`src/rtl/bus_pkg.sv`:
```
// Shared data-bus request/response types used by every initiator and slave on bus_intercon.
package bus;

  typedef struct packed {
    logic        stb;
    logic        we;
    logic [31:0] addr;
    logic [31:0] wdata;
    logic [3:0]  be;
  } m2s_s;

  typedef struct packed {
    logic        ack;
    logic [31:0] rdata;
  } s2m_s;

endpackage

```
`src/rtl/dma_pkg.sv`:
```
// Types and helpers for the word-copy DMA master.
package dma_pkg;

  typedef enum logic [2:0] {IDLE, RD, WR, FIN, ERR} dma_state_e;

  localparam int unsigned MAX_BURST = 16;

  // Words in the next phase: the burst size, or fewer when the block is almost done.
  function automatic logic [4:0] burst_len(input logic [15:0] rem, input int unsigned burst);
    if (rem < 16'(burst)) begin
      return rem[4:0];
    end
    return 5'(burst);
  endfunction

endpackage

```
`src/rtl/dma_burst_buf.sv`:
```
// Burst staging buffer: one synchronous write port, one asynchronous read port.
module dma_burst_buf #(
  parameter int unsigned DEPTH = 4,
  parameter int unsigned PW    = 2
) (
  input  logic          clk,
  input  logic          we,
  input  logic [PW-1:0] waddr,
  input  logic [31:0]   wdata,
  input  logic [PW-1:0] raddr,
  output logic [31:0]   rdata
);

  logic [31:0] mem [DEPTH];

  always_ff @(posedge clk) begin
    if (we) begin
      mem[waddr] <= wdata;
    end
  end

  assign rdata = mem[raddr];

endmodule

```
`src/rtl/bus_dma_master.sv`:
```
// Word-copy DMA initiator: reads up to BURST words into a buffer, writes them out, repeats.
module bus_dma_master
  import dma_pkg::*;
#(
  parameter int unsigned BURST   = 4,
  parameter int unsigned TIMEOUT = 255
) (
  input  logic        clk,
  input  logic        rst,
  input  logic        start_i,
  input  logic [31:0] src_addr_i,
  input  logic [31:0] dst_addr_i,
  input  logic [15:0] len_words_i,
  output logic        busy_o,
  output logic        done_o,
  output logic        err_o,
  output bus::m2s_s   bus_o,
  input  bus::s2m_s   bus_i
);

  localparam int unsigned PW = (BURST > 1) ? $clog2(BURST) : 1;
  localparam int unsigned TW = $clog2(TIMEOUT + 1);
  localparam logic [TW-1:0] TMO_LAST = TW'(TIMEOUT - 1);

  dma_state_e    state_q;
  logic [31:0]   src_q, dst_q, addr_q, wdata_q;
  logic [15:0]   rem_q;
  logic [4:0]    idx_q, blen_q;
  logic [TW-1:0] tmo_q;
  logic          busy_q, done_q, err_q, stb_q, we_q;

  logic          buf_we;
  logic [PW-1:0] buf_raddr;
  logic [31:0]   buf_rdata;
  logic          last_beat, timeout_hit;

  assign buf_we      = (state_q == RD) && bus_i.ack;
  // Reads land at idx; writes need the entry after the one currently on the bus.
  assign buf_raddr   = (state_q == RD) ? '0 : PW'(idx_q + 5'd1);
  assign last_beat   = (idx_q + 5'd1) == blen_q;
  assign timeout_hit = stb_q && !bus_i.ack && (tmo_q == TMO_LAST);

  dma_burst_buf #(
    .DEPTH(BURST),
    .PW   (PW)
  ) u_buf (
    .clk  (clk),
    .we   (buf_we),
    .waddr(idx_q[PW-1:0]),
    .wdata(bus_i.rdata),
    .raddr(buf_raddr),
    .rdata(buf_rdata)
  );

  always_ff @(posedge clk or posedge rst) begin
    if (rst) begin
      state_q <= IDLE;
      src_q   <= '0;
      dst_q   <= '0;
      addr_q  <= '0;
      wdata_q <= '0;
      rem_q   <= '0;
      idx_q   <= '0;
      blen_q  <= '0;
      tmo_q   <= '0;
      busy_q  <= 1'b0;
      done_q  <= 1'b0;
      err_q   <= 1'b0;
      stb_q   <= 1'b0;
      we_q    <= 1'b0;
    end else begin
      done_q <= 1'b0;
      if (stb_q && !bus_i.ack) begin
        tmo_q <= tmo_q + TW'(1);
      end
      if (timeout_hit) begin
        // Abandon the stuck request; buffered data is simply dropped.
        state_q <= ERR;
        err_q   <= 1'b1;
        done_q  <= 1'b1;
        stb_q   <= 1'b0;
        we_q    <= 1'b0;
      end else begin
        case (state_q)
          IDLE: begin
            if (start_i) begin
              src_q  <= src_addr_i;
              dst_q  <= dst_addr_i;
              rem_q  <= len_words_i;
              blen_q <= burst_len(len_words_i, BURST);
              idx_q  <= '0;
              tmo_q  <= '0;
              err_q  <= 1'b0;
              busy_q <= 1'b1;
              if (len_words_i == 16'd0) begin
                state_q <= FIN;
                done_q  <= 1'b1;
              end else begin
                state_q <= RD;
                stb_q   <= 1'b1;
                we_q    <= 1'b0;
                addr_q  <= src_addr_i;
              end
            end
          end
          RD: begin
            if (bus_i.ack) begin
              tmo_q <= '0;
              src_q <= src_q + 32'd4;
              if (last_beat) begin
                state_q <= WR;
                idx_q   <= '0;
                we_q    <= 1'b1;
                addr_q  <= dst_q;
                // A single-word phase has not reached the buffer yet.
                wdata_q <= (idx_q == 5'd0) ? bus_i.rdata : buf_rdata;
              end else begin
                idx_q  <= idx_q + 5'd1;
                addr_q <= src_q + 32'd4;
              end
            end
          end
          WR: begin
            if (bus_i.ack) begin
              tmo_q <= '0;
              dst_q <= dst_q + 32'd4;
              rem_q <= rem_q - 16'd1;
              if (last_beat) begin
                idx_q <= '0;
                if (rem_q == 16'd1) begin
                  state_q <= FIN;
                  done_q  <= 1'b1;
                  stb_q   <= 1'b0;
                  we_q    <= 1'b0;
                end else begin
                  state_q <= RD;
                  we_q    <= 1'b0;
                  addr_q  <= src_q;
                  blen_q  <= burst_len(rem_q - 16'd1, BURST);
                end
              end else begin
                idx_q   <= idx_q + 5'd1;
                addr_q  <= dst_q + 32'd4;
                wdata_q <= buf_rdata;
              end
            end
          end
          FIN, ERR: begin
            state_q <= IDLE;
            busy_q  <= 1'b0;
          end
          default: state_q <= IDLE;
        endcase
      end
    end
  end

  assign busy_o      = busy_q;
  assign done_o      = done_q;
  assign err_o       = err_q;
  assign bus_o.stb   = stb_q;
  assign bus_o.we    = we_q;
  assign bus_o.addr  = addr_q;
  assign bus_o.wdata = wdata_q;
  assign bus_o.be    = {4{we_q}};

endmodule

```
`config.mk`:
```
export PLATFORM = sky130hd
export DESIGN_NAME = bus_dma_master
export DESIGN_NICKNAME = d
export VERILOG_FILES = /design/src/rtl/bus_pkg.sv /design/src/rtl/dma_pkg.sv /design/src/rtl/dma_burst_buf.sv /design/src/rtl/bus_dma_master.sv
export SDC_FILE = /design/constraint.sdc
export NUM_CORES = 1
export LEC_CHECK = 0
export BUFFER_PORTS_ARGS = -buffer_cell sky130_fd_sc_hd__buf_2
export CELL_PAD_IN_SITES_DETAIL_PLACEMENT = 0
export CELL_PAD_IN_SITES_GLOBAL_PLACEMENT = 2
export CORE_AREA = 2 2 207 209
export CTS_CLUSTER_DIAMETER = 120
export DETAILED_ROUTE_END_ITERATION = 10
export DIE_AREA = 0 0 209 211
export GPL_TIMING_DRIVEN = 0
export PLACE_DENSITY_LB_ADDON = 0.08
export SLEW_MARGIN = 15
export SYNTH_ARGS = -nofsm -noshare
export SYNTH_HDL_FRONTEND = slang
export SYNTH_SLANG_ARGS = --single-unit
```
`constraint.sdc`:
```
create_clock -name clk -period 14.5 [get_ports clk]
set_clock_uncertainty 0.2 [all_clocks]
set_input_delay 0.725 -clock clk [delete_from_list [all_inputs] [get_ports clk]]
set_output_delay 0.725 -clock clk [all_outputs]
set_load 0.01 [all_outputs]
```
==> Yosys cells after proc, flatten, opt, wreduce, memory -nomap -nowiden <==
Memories as Yosys holds them, arrays and structs flattened.
Index checks and enable logic that the tools add are counted.
{ "totals": {"ff_bits": 170, "ram_bits": 128, "out_inout_bits": 73, "elab_cells": 167, "mem_count": 1} }
{ "mem_list": {"columns": ["name", "depth", "word_bits", "read_ports", "rd_ports_with_merged_regs", "write_ports", "line_no", "rtl"], "rows": [
  ["u_buf.mem", 4, 32, 1, 0, 1, "dma_burst_buf.sv:14", "logic [31:0] mem [DEPTH];"]
]} }
{ "op_classes": {"addsub": 5, "order_cmp": 2, "eq_ne": 24, "n_mux": 90, "n_bitwise": 1, "reduce_logical": 30} }
{ "ops": {"columns": ["op", "n"], "rows": [
  ["2-to-1 mux 32 bit", 16],
  ["one-hot mux 32 bit (2 select lines)", 3],
  ["one-hot mux 32 bit (3 select lines)", 1],
  ["adder 32 x 3 -> 32 bit (second input constant)", 2],
  ["2-to-1 mux 5 bit", 11],
  ["2-to-1 mux 1 bit", 35],
  ["less-than comparator 16 x 3 -> 1 bit (second input constant)", 2],
  ["2-to-1 mux 16 bit", 2],
  ["2-to-1 mux 8 bit", 4],
  ["one-hot mux 16 bit (2 select lines)", 1],
  ["inequality test 3 bit (second input constant)", 8],
  ["one-hot mux 5 bit (2 select lines)", 2],
  ["2-to-1 mux 3 bit", 6],
  ["AND reduction 6 bit", 3],
  ["equality test 16 x 1 -> 1 bit (second input constant)", 1],
  ["zero test 16 bit", 1],
  ["inequality test 2 bit (second input constant)", 8],
  ["one-hot mux 8 bit (2 select lines)", 1],
  ["subtractor 16 x 1 -> 16 bit (second input constant)", 1],
  ["AND reduction 7 bit", 2],
  ["nonzero test 2 bit", 7],
  ["AND reduction 4 bit", 3],
  ["one-hot mux 3 bit (3 select lines)", 1],
  ["adder 8 x 1 -> 8 bit (second input constant)", 1],
  ["other kinds (21)", 30]
]} }

==> Longest topological paths before layout <==
{ "depth": {"depth_word": 13, "depth_mapped": 13, "mapped_depth_nobuf": 8} }

==> By module <==
Synthesis repeated with hierarchy kept, for this count alone.
{ "unflattened": {"hier_cells": 1574, "area_unflattened_um2": 16211.8} }
{ "modules_own_cells": {"columns": ["module", "instances", "cells_per_inst", "area_per_inst_um2"], "rows": [
  ["bus_dma_master", 1, 1403, 11522.3],
  ["dma_burst_buf", 1, 171, 4689.5]
]} }

==> Worst setup path before layout <==
No wires, ideal clock.
{ "synth_timing": {"path_kind": "register to register", "startpoint": "register idx_q[0]", "endpoint": "register blen_q[2]", "arrival_time_ns": 2.731, "required_ns": 14.175, "slack_ns": 11.444, "stages_incl_launch_ff": 10, "path_cell_list": "dfrtp_1 -> buf_2 -> inv_1 -> ha_1 -> clkbuf_1 -> xnor2_1 -> o211ai_1 -> a2111o_1 -> a2111oi_4 -> mux2_4"} }
{ "synth_between": {"elab_chain_cells": 4} }
{ "synth_lines": {"columns": ["item", "line_no", "rtl"], "rows": [
  ["start, declared", "bus_dma_master.sv:28", "logic [4:0] idx_q, blen_q;"],
  ["start signal, assigned", "bus_dma_master.sv:118", "idx_q <= idx_q + 5'd1;"],
  ["start signal, assigned", "bus_dma_master.sv:142", "idx_q <= idx_q + 5'd1;"],
  ["adder 5 x 1 -> 5 bit", "bus_dma_master.sv:40", "assign last_beat = (idx_q + 5'd1) == blen_q;"],
  ["equality test 5 bit", "bus_dma_master.sv:40", null],
  ["inequality test 2 bit (no source line)", null, null],
  ["AND reduction 6 bit (no source line)", null, null],
  ["end signal, assigned", "bus_dma_master.sv:90", "blen_q <= burst_len(len_words_i, BURST);"],
  ["end signal, assigned", "bus_dma_master.sv:139", "blen_q <= burst_len(rem_q - 16'd1, BURST);"],
  ["end, declared", "bus_dma_master.sv:28", null]
]} }
Every way passes these cells.
A chain may end at the register's enable or synchronous reset.

==> Final worst setup path <==
{ "layout_timing": {"startpoint": "register idx_q[0]", "endpoint": "register addr_q[23]"} }
{ "layout_between": {"elab_chain_cells": 5, "word_cells_on_any_way": 9, "classes_between": "add/sub (1); eq/ne (2); mux (5); reduce/logical (1)"} }
{ "layout_lines": {"columns": ["item", "line_no", "rtl"], "rows": [
  ["adder 5 x 1 -> 5 bit (*)", "bus_dma_master.sv:40", null],
  ["equality test 5 bit (*)", "bus_dma_master.sv:40", null],
  ["2-to-1 mux 32 bit, on equally long branches", "bus_dma_master.sv:128, bus_dma_master.sv:110", null],
  ["2-to-1 mux 32 bit, on equally long branches", "bus_dma_master.sv:124, bus_dma_master.sv:107", null],
  ["one-hot mux 32 bit (3 select lines)", "bus_dma_master.sv:84", "case (state_q)"],
  ["end signal, assigned", "bus_dma_master.sv:119", "addr_q <= src_q + 32'd4;"],
  ["end signal, assigned", "bus_dma_master.sv:138", "addr_q <= src_q;"],
  ["end signal, assigned", "bus_dma_master.sv:143", "addr_q <= dst_q + 32'd4;"],
  ["end, declared", "bus_dma_master.sv:26", "logic [31:0] src_q, dst_q, addr_q, wdata_q;"]
]} }
Mark *: on every way between the ends. The rest lies on a longest branch, timed or not. The select of a mux whose other input is x is not followed.

==> impl_metrics.toml <==
[outcome]
run_status = "completed"

[global_routing]
number_of_global_route_vias_before_repair = 14594
grt_usage_pct = 29.2
number_of_antenna_violations_at_the_first_check_in_global_routing = 0
grt_first_pass_wirelength_um = 95900
overflow_left_after_global_routing = 0
pin_count_of_the_biggest_net_entering_global_routing = 97

[floorplanning]
die_w_um = 209
die_y_um = 211
placeableCoreArea_um2 = 41800
initial_utilization_pct = 39.6
placement_rows = 75
die-area_um2 = 44100
floorplan.io_pins = 189

[detailed_routing]
routedWlPerCell_um = 25.6
drt.antenna.violating_nets = 0
routed_via_density = 5.93
post-route-drc-count = 0
drt_first_pass_iters = 5
drtIter0Drc = 1341
vias = 14947
detail_route.wirelength_um = 64500

[worst_setup_path]
worst_path_most_repeated_cell = "sky130_fd_sc_hd__buf_2"
critPathLaunchType = "flop"
ff2ff_path_depth = 11
cp_cell_sequence = "buf_2 > inv_1 > ha_1 > clkbuf_1 > xnor2_1 > o211ai_1 > a211oi_1 > buf_2 > nor2_1 > a2111oi_1 > o31ai_1"
critical_path_arrival_ps = 4550
crit_path_max_fanout = 10
r2r_slack_ps = 10150
crit-reg2reg-launch = "idx_q[0]$_DFFE_PP0P_"
timing_worst_setup_path_type = "flop to flop"
required_time_worst_endpoint_ps = 14700
max_stage_delay_ps = 930
critical_path.top_delay_family = "compound AO/OA/AOI/OAI gates"
cp_num_buf_inv = 4
critical_path.slowest_cell = "sky130_fd_sc_hd__a2111oi_1"
critPathCaptureType = "flop"
critical_path.reg2reg.endpoint = "addr_q[23]$_DFFE_PP0P_"

[clock_tree]
tritoncts = "done"
cts_root_buffer = "sky130_fd_sc_hd__clkbuf_16"
clk_latency_ps = 550
numCtsBuffers = 36
htree_levels = 2
sink_count = 298
cts.reportedPaths.clkPinSlew_ps = 60
cts.path.max_buffers = 3
post_cts.resized_instances = 0
postCtsSetupBuffers = 0
cts_hold_buf = 0

[place]
dpl.hpwl_um = 46400
place_worst_setup_slack_ps = 10010
port-buffer-count = 188
gp_congestion = 0.947

[timing]
timing.final.max_slew_violations = 0
sum_of_negative_setup_slack_ps = 0
rsz_0062_raised_after_global_routing = "no"
worst_pin_slew_ps = 1290
period_minus_slack_ps = 4360
min_setup_slack_post_route_ps = 10150
final.period_utilization_pct = 30.0
finalHoldViolCount = 0
setup_violations = 0
max_clock_freq_mhz = 230
timing.slew.headroom_pct = 14.0

[power]
share_clk_of_total_power_pct = 21.4
power_switching_mw = 2.11
p_int_mw = 2.54
share_comb_of_total_power_pct = 48.6
netSwitchingFraction_pct = 45.4
power_leakage_nw = 7.72
power_density_nw_per_um2 = 238
power.share.sequential_pct = 29.9
max-vdd-ir-drop_mv = 0.0799

[finish]
drive_gt1_share_pct = 17.3
antennaDiodeCount = 0
finish.net_count = 2083
synthToLayoutAreaGrowth_pct = 18.3

[logic_synthesis]
yosys.area.top_type = "sky130_fd_sc_hd__dfrtp_1"
yosysSeqAreaShare_pct = 49.0
synth_top_flop_cell = "sky130_fd_sc_hd__dfrtp_1"
synthDominantCellAreaShare_pct = 25.8
synthesis.nets = 1852
synth_most_common_cell = "sky130_fd_sc_hd__nand2_1"
number_of_synthesized_flops_with_an_enable_pin = 128
netlist_area_um2 = 16500
ys_types = 78
synth_commonest_cells = "sky130_fd_sc_hd__nand2_1 (220), sky130_fd_sc_hd__dfrtp_1 (170), sky130_fd_sc_hd__a21oi_1 (128), sky130_fd_sc_hd__edfxtp_1 (128), sky130_fd_sc_hd__nor2_1 (121)"
synthesis.instances = 1726
asyncSetResetFlopFracSynth_pct = 57.0
synth.ff_latch_count = 298
synthesis.yosys.warnings = 0
post_synth.cell_area_avg_um2 = 9.57
synth.top_cells.by_area = "sky130_fd_sc_hd__dfrtp_1 (26%), sky130_fd_sc_hd__edfxtp_1 (23%), sky130_fd_sc_hd__nand2_1 (5.0%)"

[hold_path]
min-delay-path-class = "input port to async pin"

[run]
max_cap_viol_count = 0
layer usage:
layer	wire length [um]	GRT usage, %	vias up
li1	-	-	6856
met1	27700	39.3	7325
met2	30100	47.8	630
met3	4280	4.39	136
met4	2400	10.9	0
met5	0	0	-
layout by cell type, fill, tap and decap left out, types with 11 or more instances in the layout:
cell                        synthesis  layout
sky130_fd_sc_hd__buf_4             11      11
sky130_fd_sc_hd__a22o_1            11      11
sky130_fd_sc_hd__nand3_1           52      52
sky130_fd_sc_hd__nor2_1           121     121
sky130_fd_sc_hd__clkbuf_1          90      97
sky130_fd_sc_hd__edfxtp_1         128     128
sky130_fd_sc_hd__o21ai_0           63      63
sky130_fd_sc_hd__clkbuf_16          0      36
sky130_fd_sc_hd__mux2i_1           55      55
sky130_fd_sc_hd__and4_1            11      11
sky130_fd_sc_hd__nand2_1          220     220
sky130_fd_sc_hd__o31ai_1           21      21
sky130_fd_sc_hd__a21oi_1          128     128
sky130_fd_sc_hd__o22a_1            11      11
sky130_fd_sc_hd__nor3_1            32      31
sky130_fd_sc_hd__buf_2             37     225
sky130_fd_sc_hd__nor2b_1           39      39
sky130_fd_sc_hd__nor4_1            19      19
sky130_fd_sc_hd__o22ai_1           36      36
sky130_fd_sc_hd__a211oi_1          47      47
sky130_fd_sc_hd__a31oi_1           31      31
sky130_fd_sc_hd__dfrtp_1          170     170
sky130_fd_sc_hd__nand4_1           31      31
sky130_fd_sc_hd__inv_1             49      48
sky130_fd_sc_hd__nand2b_1          17      17
sky130_fd_sc_hd__xor2_1            23      23
sky130_fd_sc_hd__or3_1             12      12
sky130_fd_sc_hd__a311oi_1          35      35
sky130_fd_sc_hd__buf_1             13      13
sky130_fd_sc_hd__xnor2_1           32      32
sky130_fd_sc_hd__and3_1            23      19
state kept, by name, indices dropped and copies added, names as in the netlist, 5 cells and up:
signal     cells
u_buf.mem    128
addr_q        32
dst_q         32
src_q         32
wdata_q       32
rem_q         16
tmo_q          8
blen_q         5
idx_q          5
cell type report:
type	count	area (um^2)
Tap cell	539	674
Sequential cell	298	8100
Clock inverter	18	315
Multi-Input combinational cell	1221	7520
Clock buffer	45	955
Buffer	158	727
Inverter	49	191
Fill cell	4024	22200
Timing Repair Buffer	193	1060
worst max-delay path by stage:
stage	start	endpoint	slack (ps)	cells after the start
floorplan	rst	addr_q[0]$_DFFE_PP0P_	8970	1
global placement	rst	rem_q[4]$_DFFE_PP0P_	5890	2
detailed placement	idx_q[0]$_DFFE_PP0P_	addr_q[23]$_DFFE_PP0P_	10010	11
CTS	idx_q[0]$_DFFE_PP0P_	addr_q[23]$_DFFE_PP0P_	10010	11
global route	idx_q[0]$_DFFE_PP0P_	addr_q[23]$_DFFE_PP0P_	10080	11
finish	idx_q[0]$_DFFE_PP0P_	addr_q[23]$_DFFE_PP0P_	10150	11
power by group through the flow:
stage | Sequential, mW | Combinational, mW | Clock, mW
2_1_floorplan | 1.36 | 1.40 | 0
3_3_place_gp | 1.40 | 2.21 | 0
3_5_place_dp | 1.40 | 2.24 | 0
4_1_cts | 1.38 | 2.25 | 1.01
5_1_grt | 1.42 | 2.45 | 1.04
6_report | 1.39 | 2.26 | 0.997
metrics by stage:
| step | power [mW] | hold slack, ps | area, um^2 | util, % | cells |
|---|---|---|---|---|---|
| global placement | 3.61 | 258 | 18100 | 43.4 | 2453 |
| detailed placement | 3.64 | 265 | 18300 | 43.7 | 2458 |
| floorplan | 2.77 | 284 | 16500 | - | 1726 |
| CTS | 4.64 | 79.6 | 19500 | 46.8 | 2521 |
| finish | 4.65 | 56.3 | 19500 | 46.8 | 2521 |
| global route | 4.91 | 107 | 19500 | 46.8 | 2521 |
cell families after synthesis:
logic type,after synthesis,share of synthesized area (%)
simple gates,610,17.9
buf+inv,207,5.51
mux,66,4.11
compound gates,480,19.7
xor+xnor,55,2.92
flops,298,49.0
fa+ha+maj,10,0.757
Power figures use the tool's default switching activity.
